File: src/rtl/snk_input_pkg.sv
// Shared types and helpers for the SNK player input stage.
package snk_input_pkg;

  localparam int unsigned ROT_POSITIONS = 12;

  // Code the core expects for each rotary position; binary index.
  localparam logic [3:0] ROT_CODE [ROT_POSITIONS] = '{
    4'h0, 4'h1, 4'h2, 4'h3, 4'h4, 4'h5,
    4'h6, 4'h7, 4'h8, 4'h9, 4'hA, 4'hB
  };

  typedef enum logic [1:0] {IDLE, FIRST, REPEAT, TRACK} rot_state_t;

  function automatic logic [3:0] rot_wrap_inc(input logic [3:0] p);
    return (p == 4'd11) ? 4'd0 : p + 4'd1;
  endfunction

  function automatic logic [3:0] rot_wrap_dec(input logic [3:0] p);
    return (p == 4'd0) ? 4'd11 : p - 4'd1;
  endfunction

endpackage

File: src/rtl/snk_rotary_target.sv
// Maps an 8-bit stick angle to a rotary position and picks the shortest way there.
module snk_rotary_target (
  input  logic [7:0] angle,
  input  logic [3:0] pos,
  output logic [3:0] target,
  output logic [3:0] diff,
  output logic       dir_cw
);

  logic [11:0] prod;
  logic [4:0]  sum;

  // angle*12 never exceeds 12 bits, so the top nibble is always 0..11.
  always_comb begin
    prod   = 12'(angle) * 12'd12;
    target = 4'(prod >> 8);
    sum    = 5'(target) + 5'd12 - 5'(pos);
    diff   = 4'((sum >= 5'd12) ? sum - 5'd12 : sum);
    // Half-turn tie goes clockwise.
    dir_cw = (diff != 4'd0) && (diff <= 4'd6);
  end

endmodule

File: src/rtl/snk_rotary_ctrl.sv
// Rotary joystick controller: buttons or analog stick -> 12-position rotary code.
module snk_rotary_ctrl
  import snk_input_pkg::*;
#(
  parameter int unsigned STEP_DIV     = 64,
  parameter int unsigned REPEAT_DELAY = 256,
  parameter bit          INVERT_DIR   = 1'b0
) (
  input  logic       clk,
  input  logic       RESETn,
  input  logic       cen,
  input  logic       rot_cw,
  input  logic       rot_ccw,
  input  logic       analog_en,
  input  logic       analog_valid,
  input  logic [7:0] angle,
  output logic [3:0] pos,
  output logic [3:0] rot_n,
  output logic       step,
  output logic       moving
);

  localparam logic [9:0] STEP_LD   = 10'(STEP_DIV);
  localparam logic [9:0] REPEAT_LD = 10'(REPEAT_DELAY);

  rot_state_t state;
  logic [9:0] timer;
  logic       dir_q;
  logic       cw_i, ccw_i, dir_req;
  logic       timer_exp, track_go, move_cw;
  logic [3:0] target, diff, pos_step;
  logic       track_cw;

  snk_rotary_target u_target (
    .angle  (angle),
    .pos    (pos),
    .target (target),
    .diff   (diff),
    .dir_cw (track_cw)
  );

  // Input swap, request decode and the direction of whatever step this cen would take.
  always_comb begin
    cw_i      = INVERT_DIR ? rot_ccw : rot_cw;
    ccw_i     = INVERT_DIR ? rot_cw : rot_ccw;
    dir_req   = cw_i ^ ccw_i;
    // Timer expires when its decremented value would reach zero.
    timer_exp = (timer <= 10'd1);
    track_go  = analog_en && analog_valid && (diff != 4'd0);
    if (state == TRACK || (state == IDLE && track_go)) begin
      move_cw = track_cw;
    end else if (state == IDLE) begin
      move_cw = cw_i;
    end else begin
      move_cw = dir_q;
    end
    pos_step = move_cw ? rot_wrap_inc(pos) : rot_wrap_dec(pos);
  end

  // Main FSM; step is a one-clk pulse, everything else advances only on cen.
  always_ff @(posedge clk or negedge RESETn) begin
    if (!RESETn) begin
      state  <= IDLE;
      timer  <= '0;
      dir_q  <= 1'b0;
      pos    <= '0;
      rot_n  <= 4'hF;
      step   <= 1'b0;
      moving <= 1'b0;
    end else begin
      step <= 1'b0;
      if (cen) begin
        unique case (state)
          IDLE: begin
            if (track_go) begin
              state  <= TRACK;
              timer  <= '0;
              pos    <= pos_step;
              rot_n  <= ~ROT_CODE[pos_step];
              step   <= 1'b1;
              moving <= 1'b1;
            end else if (!analog_en && dir_req) begin
              state  <= FIRST;
              timer  <= REPEAT_LD;
              dir_q  <= cw_i;
              pos    <= pos_step;
              rot_n  <= ~ROT_CODE[pos_step];
              step   <= 1'b1;
              moving <= 1'b1;
            end
          end
          FIRST, REPEAT: begin
            // A direction change drops to IDLE; IDLE re-triggers on the next cen.
            if (!dir_req || (cw_i != dir_q) || analog_en) begin
              state  <= IDLE;
              timer  <= '0;
              moving <= 1'b0;
            end else if (timer_exp) begin
              state <= REPEAT;
              timer <= STEP_LD;
              pos   <= pos_step;
              rot_n <= ~ROT_CODE[pos_step];
              step  <= 1'b1;
            end else begin
              timer <= timer - 10'd1;
            end
          end
          TRACK: begin
            if (!analog_en || !analog_valid || (diff == 4'd0)) begin
              state  <= IDLE;
              timer  <= '0;
              moving <= 1'b0;
            end else if (timer_exp) begin
              timer <= STEP_LD;
              pos   <= pos_step;
              rot_n <= ~ROT_CODE[pos_step];
              step  <= 1'b1;
            end else begin
              timer <= timer - 10'd1;
            end
          end
        endcase
      end
    end
  end

endmodule
File: config.mk
export PLATFORM = sky130hd
export DESIGN_NAME = snk_rotary_ctrl
export DESIGN_NICKNAME = d
export VERILOG_FILES = /design/src/rtl/snk_input_pkg.sv /design/src/rtl/snk_rotary_target.sv /design/src/rtl/snk_rotary_ctrl.sv
export SDC_FILE = /design/constraint.sdc
export NUM_CORES = 1
export LEC_CHECK = 0
export CORE_MARGIN = 4
export CORE_UTILIZATION = 58
export CTS_BUF_LIST = sky130_fd_sc_hd__clkbuf_2 sky130_fd_sc_hd__clkbuf_4 sky130_fd_sc_hd__clkbuf_8
export DETAILED_ROUTE_END_ITERATION = 8
export GPL_TIMING_DRIVEN = 0
export PLACE_DENSITY = 0.83
export SYNTH_ARGS = -nofsm -noshare
export SYNTH_HDL_FRONTEND = slang
export SYNTH_SLANG_ARGS = --single-unit
File: constraint.sdc
create_clock -name clk -period 3.8 [get_ports clk]
set_input_delay 0.38 -clock clk [delete_from_list [all_inputs] [get_ports clk]]
set_output_delay 0.38 -clock clk [all_outputs]
set_load 0.005 [all_outputs]
# Word level (Yosys, flattened, before mapping)
# Memory sizes are Yosys's and may differ from the RTL's.
# Cells that the tools add are included.
dict set report word_totals {
  output_inout_bits 10
  rom_bits 64
  ff_bits 23
  inputBits 15
  elab_cells 101
  n_memories 1
}
# memory depth word_bits rd rd_ports_with_merged_regs wr line
set memory_table {}
lappend memory_table {{(no name shown)} 16 4 1 0 0 snk_rotary_ctrl.sv:116} ;# rot_n <= ~ROT_CODE[pos_step];
dict set report classes {
  reduce_logical 23
  n_addsub 6
  magnitude_cmp 4
  bitwise_logic 4
  mul 1
  n_mux 44
  n_eq_ne 11
}
# cell n
set op_table {}
lappend op_table {{2-to-1 mux 4 bit} 16}
lappend op_table {{2-to-1 mux 10 bit} 5}
lappend op_table {{one-hot mux 10 bit (3 select lines)} 1}
lappend op_table {{one-hot mux 4 bit (3 select lines)} 2}
lappend op_table {{AND reduction 4 bit} 4}
lappend op_table {{2-to-1 mux 1 bit} 12}
lappend op_table {{<= comparator 10 x 1 -> 1 bit, second input constant} 1}
lappend op_table {{multiplier 8 x 2 -> 10 bit, second input constant} 1}
lappend op_table {{2-to-1 mux 2 bit} 5}
lappend op_table {{subtractor 10 x 1 -> 10 bit, second input constant} 1}
lappend op_table {{logical NOT 4 bit} 2}
lappend op_table {{inequality test 2 bit, second input constant} 3}
lappend op_table {{one-hot mux 1 bit (3 select lines)} 2}
lappend op_table {{one-hot mux 2 bit (3 select lines)} 1}
lappend op_table {{adder 4 x 4 -> 5 bit, second input constant} 1}
lappend op_table {{>= comparator 5 x 4 -> 1 bit, second input constant} 1}
lappend op_table {{>= comparator 5 bit, second input constant} 1}
lappend op_table {{logical AND 1 bit} 5}
lappend op_table {{logical OR 1 bit} 5}
lappend op_table {{inverter 4 -> 5 bit} 1}
lappend op_table {{subtractor 5 x 4 -> 5 bit} 1}
lappend op_table {{adder 4 x 1 -> 4 bit, second input constant} 1}
lappend op_table {{== test 2 bit, second input constant} 2}
lappend op_table {{== test 4 bit, second input constant} 1}
lappend op_table {{other kinds (16)} 18}

# Depth between registers and ports, before layout
# Gate-level depths: netlist of the first run.
dict set report depth {
  ltp_word 19
  ltp_mapped 18
  mapped_depth_nobuf 18
}

# Cells and area by module
# A second synthesis of the first run with hierarchy kept.
dict set report unflattened {
  cells_unflattened 224
  hier_area_um2 1975.6
}
# mod area_each_um2 seq_area_each_um2 cells_per_inst instances
set by_module_without_submodules {}
lappend by_module_without_submodules {snk_rotary_ctrl 1519.0 580.6 168 1}
lappend by_module_without_submodules {snk_rotary_target 456.7 0.0 56 1}

# Least setup slack after synthesis of the first run
# No wires, ideal clock.
dict set report synth_path {
  path_type {input to register}
  startpoint {input angle[1]}
  endpoint {register pos[2]}
  required_ps 3679
  t_arrival_ps 4356
  setup_slack_ps -677
  setup_ps 121
  path_stages 17
  path_buffers 0
  cell_sequence {ha_1 a31o_2 a21o_1 a21o_1 a21o_1 a21oi_1 xor2_1 ha_1 ha_1 fa_1 xnor2_2 a21oi_1 o22ai_2 or4_1 nand3_4 mux2_1 a22o_1}
}
dict set report synth_via {
  elab_chain_cells 14
  elab_cells_between_ends 25
  cone_classes {add/sub (3); mul (1); order compare (2); eq/ne (2); mux (9); reduce/logical (8)}
}
# item line
set synth_rtl {}
lappend synth_rtl {{start: declaration} snk_rotary_ctrl.sv:16} ;# input logic [7:0] angle,
lappend synth_rtl {{multiplier 8 x 2 -> 10 bit *} snk_rotary_target.sv:15} ;# prod = 12'(angle) * 12'd12;
lappend synth_rtl {{adder 4 x 4 -> 5 bit *} snk_rotary_target.sv:17} ;# sum = 5'(target) + 5'd12 - 5'(pos);
lappend synth_rtl {{subtractor 5 x 4 -> 5 bit *} snk_rotary_target.sv:17}
lappend synth_rtl {{subtractor 4 bit / >= comparator 5 x 4 -> 1 bit (equally long branches)} snk_rotary_target.sv:18} ;# diff = 4'((sum >= 5'd12) ? sum - 5'd12 : sum);
lappend synth_rtl {{2-to-1 mux 4 bit *} snk_rotary_target.sv:18}
lappend synth_rtl {{parallel branches: the longest is 9 deep, another holds <= comparator 4 x 3 -> 1 bit} n/a}
lappend synth_rtl {{end signal: assignment} snk_rotary_ctrl.sv:78} ;# pos <= pos_step;
lappend synth_rtl {{end signal: assignment} snk_rotary_ctrl.sv:101} ;# pos <= pos_step;
lappend synth_rtl {{end signal: assignment} snk_rotary_ctrl.sv:115} ;# pos <= pos_step;
lappend synth_rtl {{end: declaration} snk_rotary_ctrl.sv:17} ;# output logic [3:0] pos,
# Every way passes the cells marked *. The select of a mux whose other input is x is not followed.
# A chain may end at the register's enable or synchronous reset.

# Final worst setup path of the first run
dict set report layout_path {
  startpoint {input angle[1]}
  endpoint {register timer[9]}
}
dict set report layout_via {
  elab_chain_cells 9
  elab_cells_between_ends 15
  cone_classes {add/sub (3); mul (1); order compare (1); eq/ne (1); mux (4); reduce/logical (5)}
}
# item line
set layout_rtl {}
lappend layout_rtl {{multiplier 8 x 2 -> 10 bit *} snk_rotary_target.sv:15}
lappend layout_rtl {{adder 4 x 4 -> 5 bit *} snk_rotary_target.sv:17}
lappend layout_rtl {{subtractor 5 x 4 -> 5 bit *} snk_rotary_target.sv:17}
lappend layout_rtl {{subtractor 4 bit / >= comparator 5 x 4 -> 1 bit (equally long branches)} snk_rotary_target.sv:18}
lappend layout_rtl {{2-to-1 mux 4 bit *} snk_rotary_target.sv:18}
lappend layout_rtl {{logical NOT 4 bit / nonzero test 4 bit (equally long branches)} {snk_rotary_ctrl.sv:109, snk_rotary_ctrl.sv:49}}
lappend layout_rtl {{logical OR 1 bit / logical AND 1 bit (equally long branches)} {snk_rotary_ctrl.sv:109, snk_rotary_ctrl.sv:49}}
lappend layout_rtl {{2-to-1 mux 10 bit (tied with other cells)} snk_rotary_ctrl.sv:109} ;# if (!analog_en || !analog_valid || (diff == 4'd0)) begin
lappend layout_rtl {{one-hot mux 10 bit (3 select lines) / AND reduction 2 bit (equally long branches)} n/a}
lappend layout_rtl {{end signal: assignment} snk_rotary_ctrl.sv:105} ;# timer <= timer - 10'd1;
lappend layout_rtl {{end signal: assignment} snk_rotary_ctrl.sv:119} ;# timer <= timer - 10'd1;
lappend layout_rtl {{end: declaration} snk_rotary_ctrl.sv:27} ;# logic [9:0] timer;
# Mark *: on every way between the ends. The rest lies on a longest branch, timed or not.

==> impl_metrics.json, run 1 <==
{
  "grt_pass1_wl_mm": 8.60,
  "cap_violations": 0,
  "power.total_w": 0.00292,
  "ir_drop_v": 0.000816,
  "crit_fanout": 6,
  "postRouteAntennaNets": 0,
  "dr.pass1.iters": 6,
  "die_x_um": 66.2,
  "setup_ws_ns": -0.442,
  "yosysSeqAreaShare": 0.296,
  "avgSynthCellArea_um2": 9.17,
  "rows": 20,
  "drive_above_1_share": 0.354,
  "die_area_um2": 4380,
  "pre_cts_slack_ns": -1.10,
  "end_kind": "register",
  "clock_sinks": 23,
  "antenna_found_initial": 0,
  "start_kind": "input port",
  "rsz0062_at_grt": "true",
  "slew_headroom": 0.288,
  "fillers": 134,
  "hpwl_mm": 3.18,
  "grt_pass1_vias": 1815,
  "arrival_ns": 4.49,
  "cts.clk_slew.worst_paths_ns": 0.15,
  "skew_ns": 0.00496,
  "routabilityCongestion": 0.845,
  "route.detailed.drc": 0,
  "hold_path_class": "reg -> reg",
  "synth_seq_cells": 23,
  "synth_area_um2": 1960,
  "synth_top_area_cell": "dfrtp_1",
  "insertion_delay_ns": 0.34,
  "start_util": 0.622,
  "syn_nets": 251,
  "synth_top_area_frac": 0.242,
  "synthCells": 214,
  "synthTopCellsByArea": "dfrtp_1 (24%), ha_1 (13%), dfstp_2 (5.4%)",
  "synth_edf_count": 0,
  "synthToLayoutAreaGrowth_pct": 44.7,
  "p_leak_nw": 1.26,
  "yosysMostFrequentCell": "ha_1",
  "cts_hold_buf": 0,
  "cts_tree": "done",
  "max-clock-path-buffers": 2,
  "crit_type": "in -> reg",
  "setup_viol": 22,
  "yosysUniqueCellTypes": 58,
  "worst_slew_pin_slew_ns": 1.07,
  "maxClockFrequency_mhz": 236,
  "cts_made_buffers": 3,
  "gr-total-overflow": 0,
  "fin_nets": 312,
  "final_hold_viol_count": 0,
  "yosys_warnings": 0,
  "die_h_um": 66.2,
  "htreeDepth": 1,
  "detail_route.wl_per_cell_um": 20.0,
  "via_per_inst": 6.26,
  "port_buffers": 24,
  "required_ns": 4.05,
  "period_share": 1.12,
  "fin_setup_tns_ns": -7.05,
  "grtUsageTotal": 0.257,
  "wirelength_mm": 6.35,
  "synth_ff_type": "dfrtp_1",
  "fin_crit_ns": 4.24,
  "drt_iter0_markers": 251,
  "violations": "setup timing",
  "drv_slew": 0,
  "grt_max_degree": 24,
  "vias": 1991,
  "cts-root-buf": "clkbuf_4",
  "status": "complete, but fails checks",
  "async_reset_ff_frac": 1.00,
  "p_per_area_nw_per_um2": 1030,
  "placeableCoreArea_um2": 3150,
  "ios": 25,
  "synth_common_cells": "ha_1 (21), dfrtp_1 (19), o21ai_0 (19)",
  "antennaDiodeCount": 0
}
==> layout by cell type (no fill, tap or decap), types with 4 or more instances in the layout <==
cell type	n
nor2_1	13
nor3b_1	4
o21ai_1	6
buf_6	11
dfrtp_1	19
inv_1	15
mux2_4	4
nor3_1	7
dfstp_2	4
buf_4	22
clkdlybuf4s50_1	19
a21oi_1	7
ha_1	18
nand3_1	4
o21ai_2	5
nand3b_1	4
nand2b_1	6
o21ai_0	8
xnor2_1	6
a21oi_2	5
nand2_1	8
==> through the flow <==
stage	area (um^2)	utilization	hold slack [ns]	std cells
global route	2840	0.900	0.554	318
detailed placement	2300	0.729	0.503	282
finish	2840	0.900	0.521	318
floorplan	2000	-	0.0844	214
CTS	2650	0.840	0.534	305
global placement	2300	0.729	0.489	282
==> registers in the layout, summed over array words and instances (netlist names) <==
signal / flops
rot_n: 4
step: 1
pos: 4
state: 2
timer: 10
moving: 1
dir_q: 1
==> logic make-up (layout without fill, tap and decap cells) <==
logic type,after synthesis,in the layout,synth area share
xor gates and xnor gates,9,9,0.0440
buffers and inverters,22,82,0.0434
and+or+nand+nor,68,68,0.193
muxes,8,8,0.0485
AOI/OAI and AO/OA,62,62,0.232
adders and majority gates,22,22,0.144
DFF,23,23,0.296
==> path summary, 6_finish.rpt <==
path,from,end,slack (ns),cells after the start
setup / recovery,angle[1],timer[9]$_DFFE_PN0P_,-0.44,22
hold / removal,moving$_DFFE_PN0P_,moving$_DFFE_PN0P_,0.52,2
setup reg to reg,pos[1]$_DFFE_PN0P_,timer[9]$_DFFE_PN0P_,0.38,14
hold reg to reg,moving$_DFFE_PN0P_,moving$_DFFE_PN0P_,0.52,2
max in group asynchronous,RESETn,pos[2]$_DFFE_PN0P_,2.57,1
min in group asynchronous,RESETn,state[0]$_DFFE_PN0P_,0.60,1
==> repair_timing <==
item	CTS	global route
buffers inserted	18	14
pin swaps	22	28
setup endpoints to repair	22	22
gates resized for setup	61	28
gates cloned	1	0
==> power breakdown <==
part	leakage (nW)	internal, W	switching (W)	total, W
Sequential	0.285	0.000354	0.000125	0.000479
Clock	0.0139	0.0000405	0.0000903	0.000131
Combinational	0.962	0.00115	0.00116	0.00231
Total	1.26	0.00154	0.00138	0.00292
==> worst max-delay path, stage by stage <==
cell	delay, ns
buf_8	0.10
ha_4	0.23
a31o_4	0.22
a21o_1	0.16
a21o_1	0.16
a21o_1	0.18
a21oi_2	0.23
o21bai_1	0.11
xnor2_1	0.13
ha_1	0.33
inv_2	0.11
fa_2	0.49
a211o_1	0.31
o22ai_2	0.15
buf_4	0.15
buf_6	0.09
buf_6	0.10
a21boi_4	0.07
buf_6	0.14
nor2_4	0.16
nand2_4	0.10
o41ai_2	0.37
==> per-layer routing <==
layer | vias up | part of all wire | GRT usage
met5 | - | 0 | 0
met1 | 952 | 0.40 | 0.329
met2 | 111 | 0.50 | 0.432
li1 | 902 | - | -
met4 | 0 | 0.027 | 0.0863
met3 | 26 | 0.070 | 0.0476
==> layout make-up <==
cell class / instances / area, um^2 / share of cell area
timing repair buffer: 56 / 520 / 0.183
sequential: 23 / 581 / 0.204
clock inverter: 1 / 7.51 / 0.00264
multi-input combinational: 169 / 1550 / 0.546
buffer: 6 / 41.3 / 0.0145
clock buffer: 3 / 22.5 / 0.00793
tap: 44 / 55.1 / 0.0194
inverter: 16 / 60.1 / 0.0212
(Power assumes the default switching activity.)
==> run 2: changes to the inputs <==
Settings changed: SKIP_CTS_REPAIR_TIMING set to 1.
==> impl_metrics.json, run 2 (synthesized netlist as in run 1, its figures left out) <==
{
  "postRouteAntennaNets": 0,
  "final_hold_viol_count": 0,
  "route.detailed.drc": 0,
  "fin_crit_ns": 4.24,
  "cts.clk_slew.worst_paths_ns": 0.14,
  "htreeDepth": 1,
  "layout_common_cells": "clkdlybuf4s50_1 (20), dfrtp_1 (19), ha_1 (17)",
  "p_per_area_nw_per_um2": 946,
  "start_kind": "input port",
  "drt_iter0_markers": 160,
  "port_buffers": 24,
  "critPathBufInv": 2,
  "antenna_found_initial": 0,
  "ios": 25,
  "finish.utilization": 0.821,
  "rsz0062_at_grt": "true",
  "fin_nets": 289,
  "pre_cts_slack_ns": -1.10,
  "crit_type": "in -> reg",
  "r2r_end": "rot_n[3]$_DFFE_PN1P_",
  "cts_tree": "done",
  "grtUsageTotal": 0.208,
  "die_area_um2": 4380,
  "worst_slew_pin_slew_ns": 1.04,
  "path_cells": "buf_8 -> ha_4 -> a31o_4 -> a21o_1 -> a21o_1 -> a21o_1 -> a21oi_2 -> o21bai_1 -> xnor2_1 -> ha_1 -> inv_2 -> ha_4 -> a211oi_4 -> mux2i_2 -> o22ai_4 -> or4_4 -> nand3_4 -> mux2_4 -> mux2_4",
  "cap_violations": 0,
  "violations": "setup timing",
  "top_regs": "timer: 10 flops, pos: 4 flops, rot_n: 4 flops",
  "fillers": 197,
  "rows": 20,
  "max-clock-path-buffers": 2,
  "routabilityCongestion": 0.845,
  "final_common_cell": "clkdlybuf4s50_1",
  "synthToLayoutAreaGrowth_pct": 32.0,
  "end_kind": "register",
  "placeableCoreArea_um2": 3150,
  "dr.pass1.iters": 5,
  "clock_sinks": 23,
  "setup_viol": 17,
  "skew_ns": 0.00287,
  "antennaDiodeCount": 0,
  "grt_pass1_vias": 1596,
  "vias": 1757,
  "gr-total-overflow": 0,
  "via_per_inst": 5.96,
  "grt_pass1_wl_mm": 7.06,
  "critPathLaunch": "angle[2]",
  "insertion_delay_ns": 0.33,
  "crit_family": "compound AO/OA/AOI/OAI gates",
  "rrSetupSlack_ns": 0.46,
  "status": "complete, but fails checks",
  "cts-root-buf": "clkbuf_4",
  "regArea_um2": 581,
  "detail_route.wl_per_cell_um": 15.6,
  "drv_slew": 0,
  "grt_max_degree": 24,
  "largest_reg_flops": 10,
  "arrival_ns": 4.52,
  "setup_ws_ns": -0.441,
  "die_x_um": 66.2,
  "start_util": 0.622,
  "hpwl_mm": 3.18,
  "required_ns": 4.08,
  "largest_register": "timer",
  "slew_headroom": 0.304,
  "critPathMaxStageDelay_ns": 0.56,
  "crit_fanout": 7,
  "r2r_cells": 11,
  "ir_drop_v": 0.000557,
  "p_leak_nw": 1.12,
  "hold_path_class": "reg -> reg",
  "slowest_stage": "or4_4",
  "multi_input_area_um2": 1490,
  "die_h_um": 66.2,
  "r2r_start": "pos[1]$_DFFE_PN0P_",
  "cp.depth": 19,
  "drive_above_1_share": 0.255,
  "maxClockFrequency_mhz": 236,
  "period_share": 1.12,
  "crit_top_cell": "a21o_1",
  "critPathCapture": "rot_n[3]$_DFFE_PN1P_",
  "power.total_w": 0.00245,
  "cts_made_buffers": 3,
  "wirelength_mm": 4.59,
  "worstHoldStart": "moving$_DFFE_PN0P_"
}
run 2: cell count changes in the layout (fill, tap and decap cells not counted), moves of 2 or more:
cell / delta
dlygate4sd2_1: -2
o21ai_0: +4
o22ai_2: -2
buf_4: -15
nand2_1: +2
dlymetal6s2s_1: +2
a21oi_1: +2
nand2_4: -3
buf_6: -7
a21oi_2: -2
nor2_1: +2
nor2_4: -2
o21ai_2: -3
run 2: layout make-up:
type | instances | share of cell area
Sequential cell | 23 | 0.224
Buffer | 6 | 0.0150
Tap cell | 44 | 0.0213
Inverter | 16 | 0.0232
Clock buffer | 3 | 0.00870
Multi-Input combinational cell | 169 | 0.575
Timing Repair Buffer | 33 | 0.129
Clock inverter | 1 | 0.00290
run 2: layer usage:
layer | global-route usage | part of all wire
met5 | 0 | 0
met4 | 0.0609 | 0.0096
met3 | 0.0459 | 0.040
met2 | 0.344 | 0.50
met1 | 0.270 | 0.45
run 2: tightest hold or removal path, delay by kind of cell (launching register included):
kind,cells,cell delay (ns)
compound gates,2,0.10
flops,1,0.38
run 2: power by group:
group	total, W	switching, W	internal, W
clock	0.000124	0.0000833	0.0000404
sequential	0.000460	0.000107	0.000353
combinational	0.00187	0.000943	0.000922
run 2: through the flow:
step / TNS (ns) / instance area (um^2) / cells / hold WS (ns)
after global placement: -20.66 / 2300 / 282 / 0.489
after global routing: -5.62 / 2590 / 295 / 0.554
final: -2.97 / 2590 / 295 / 0.516
after detailed placement: -20.94 / 2300 / 282 / 0.503
after CTS: -13.62 / 2330 / 286 / 0.532
after floorplan: -1.69 / 2000 / 214 / 0.0844
run 2: worst min path at each step:
| stage | slack, ns | to | cells past startpoint |
|---|---|---|---|
| after floorplan | 0.08 | dir_q$_DFFE_PN0P_ | 0 |
| after global placement | 0.49 | moving$_DFFE_PN0P_ | 2 |
| after detailed placement | 0.50 | timer[9]$_DFFE_PN0P_ | 1 |
| after CTS | 0.53 | timer[9]$_DFFE_PN0P_ | 1 |
| after global routing | 0.55 | timer[9]$_DFFE_PN0P_ | 1 |
| final | 0.52 | moving$_DFFE_PN0P_ | 2 |
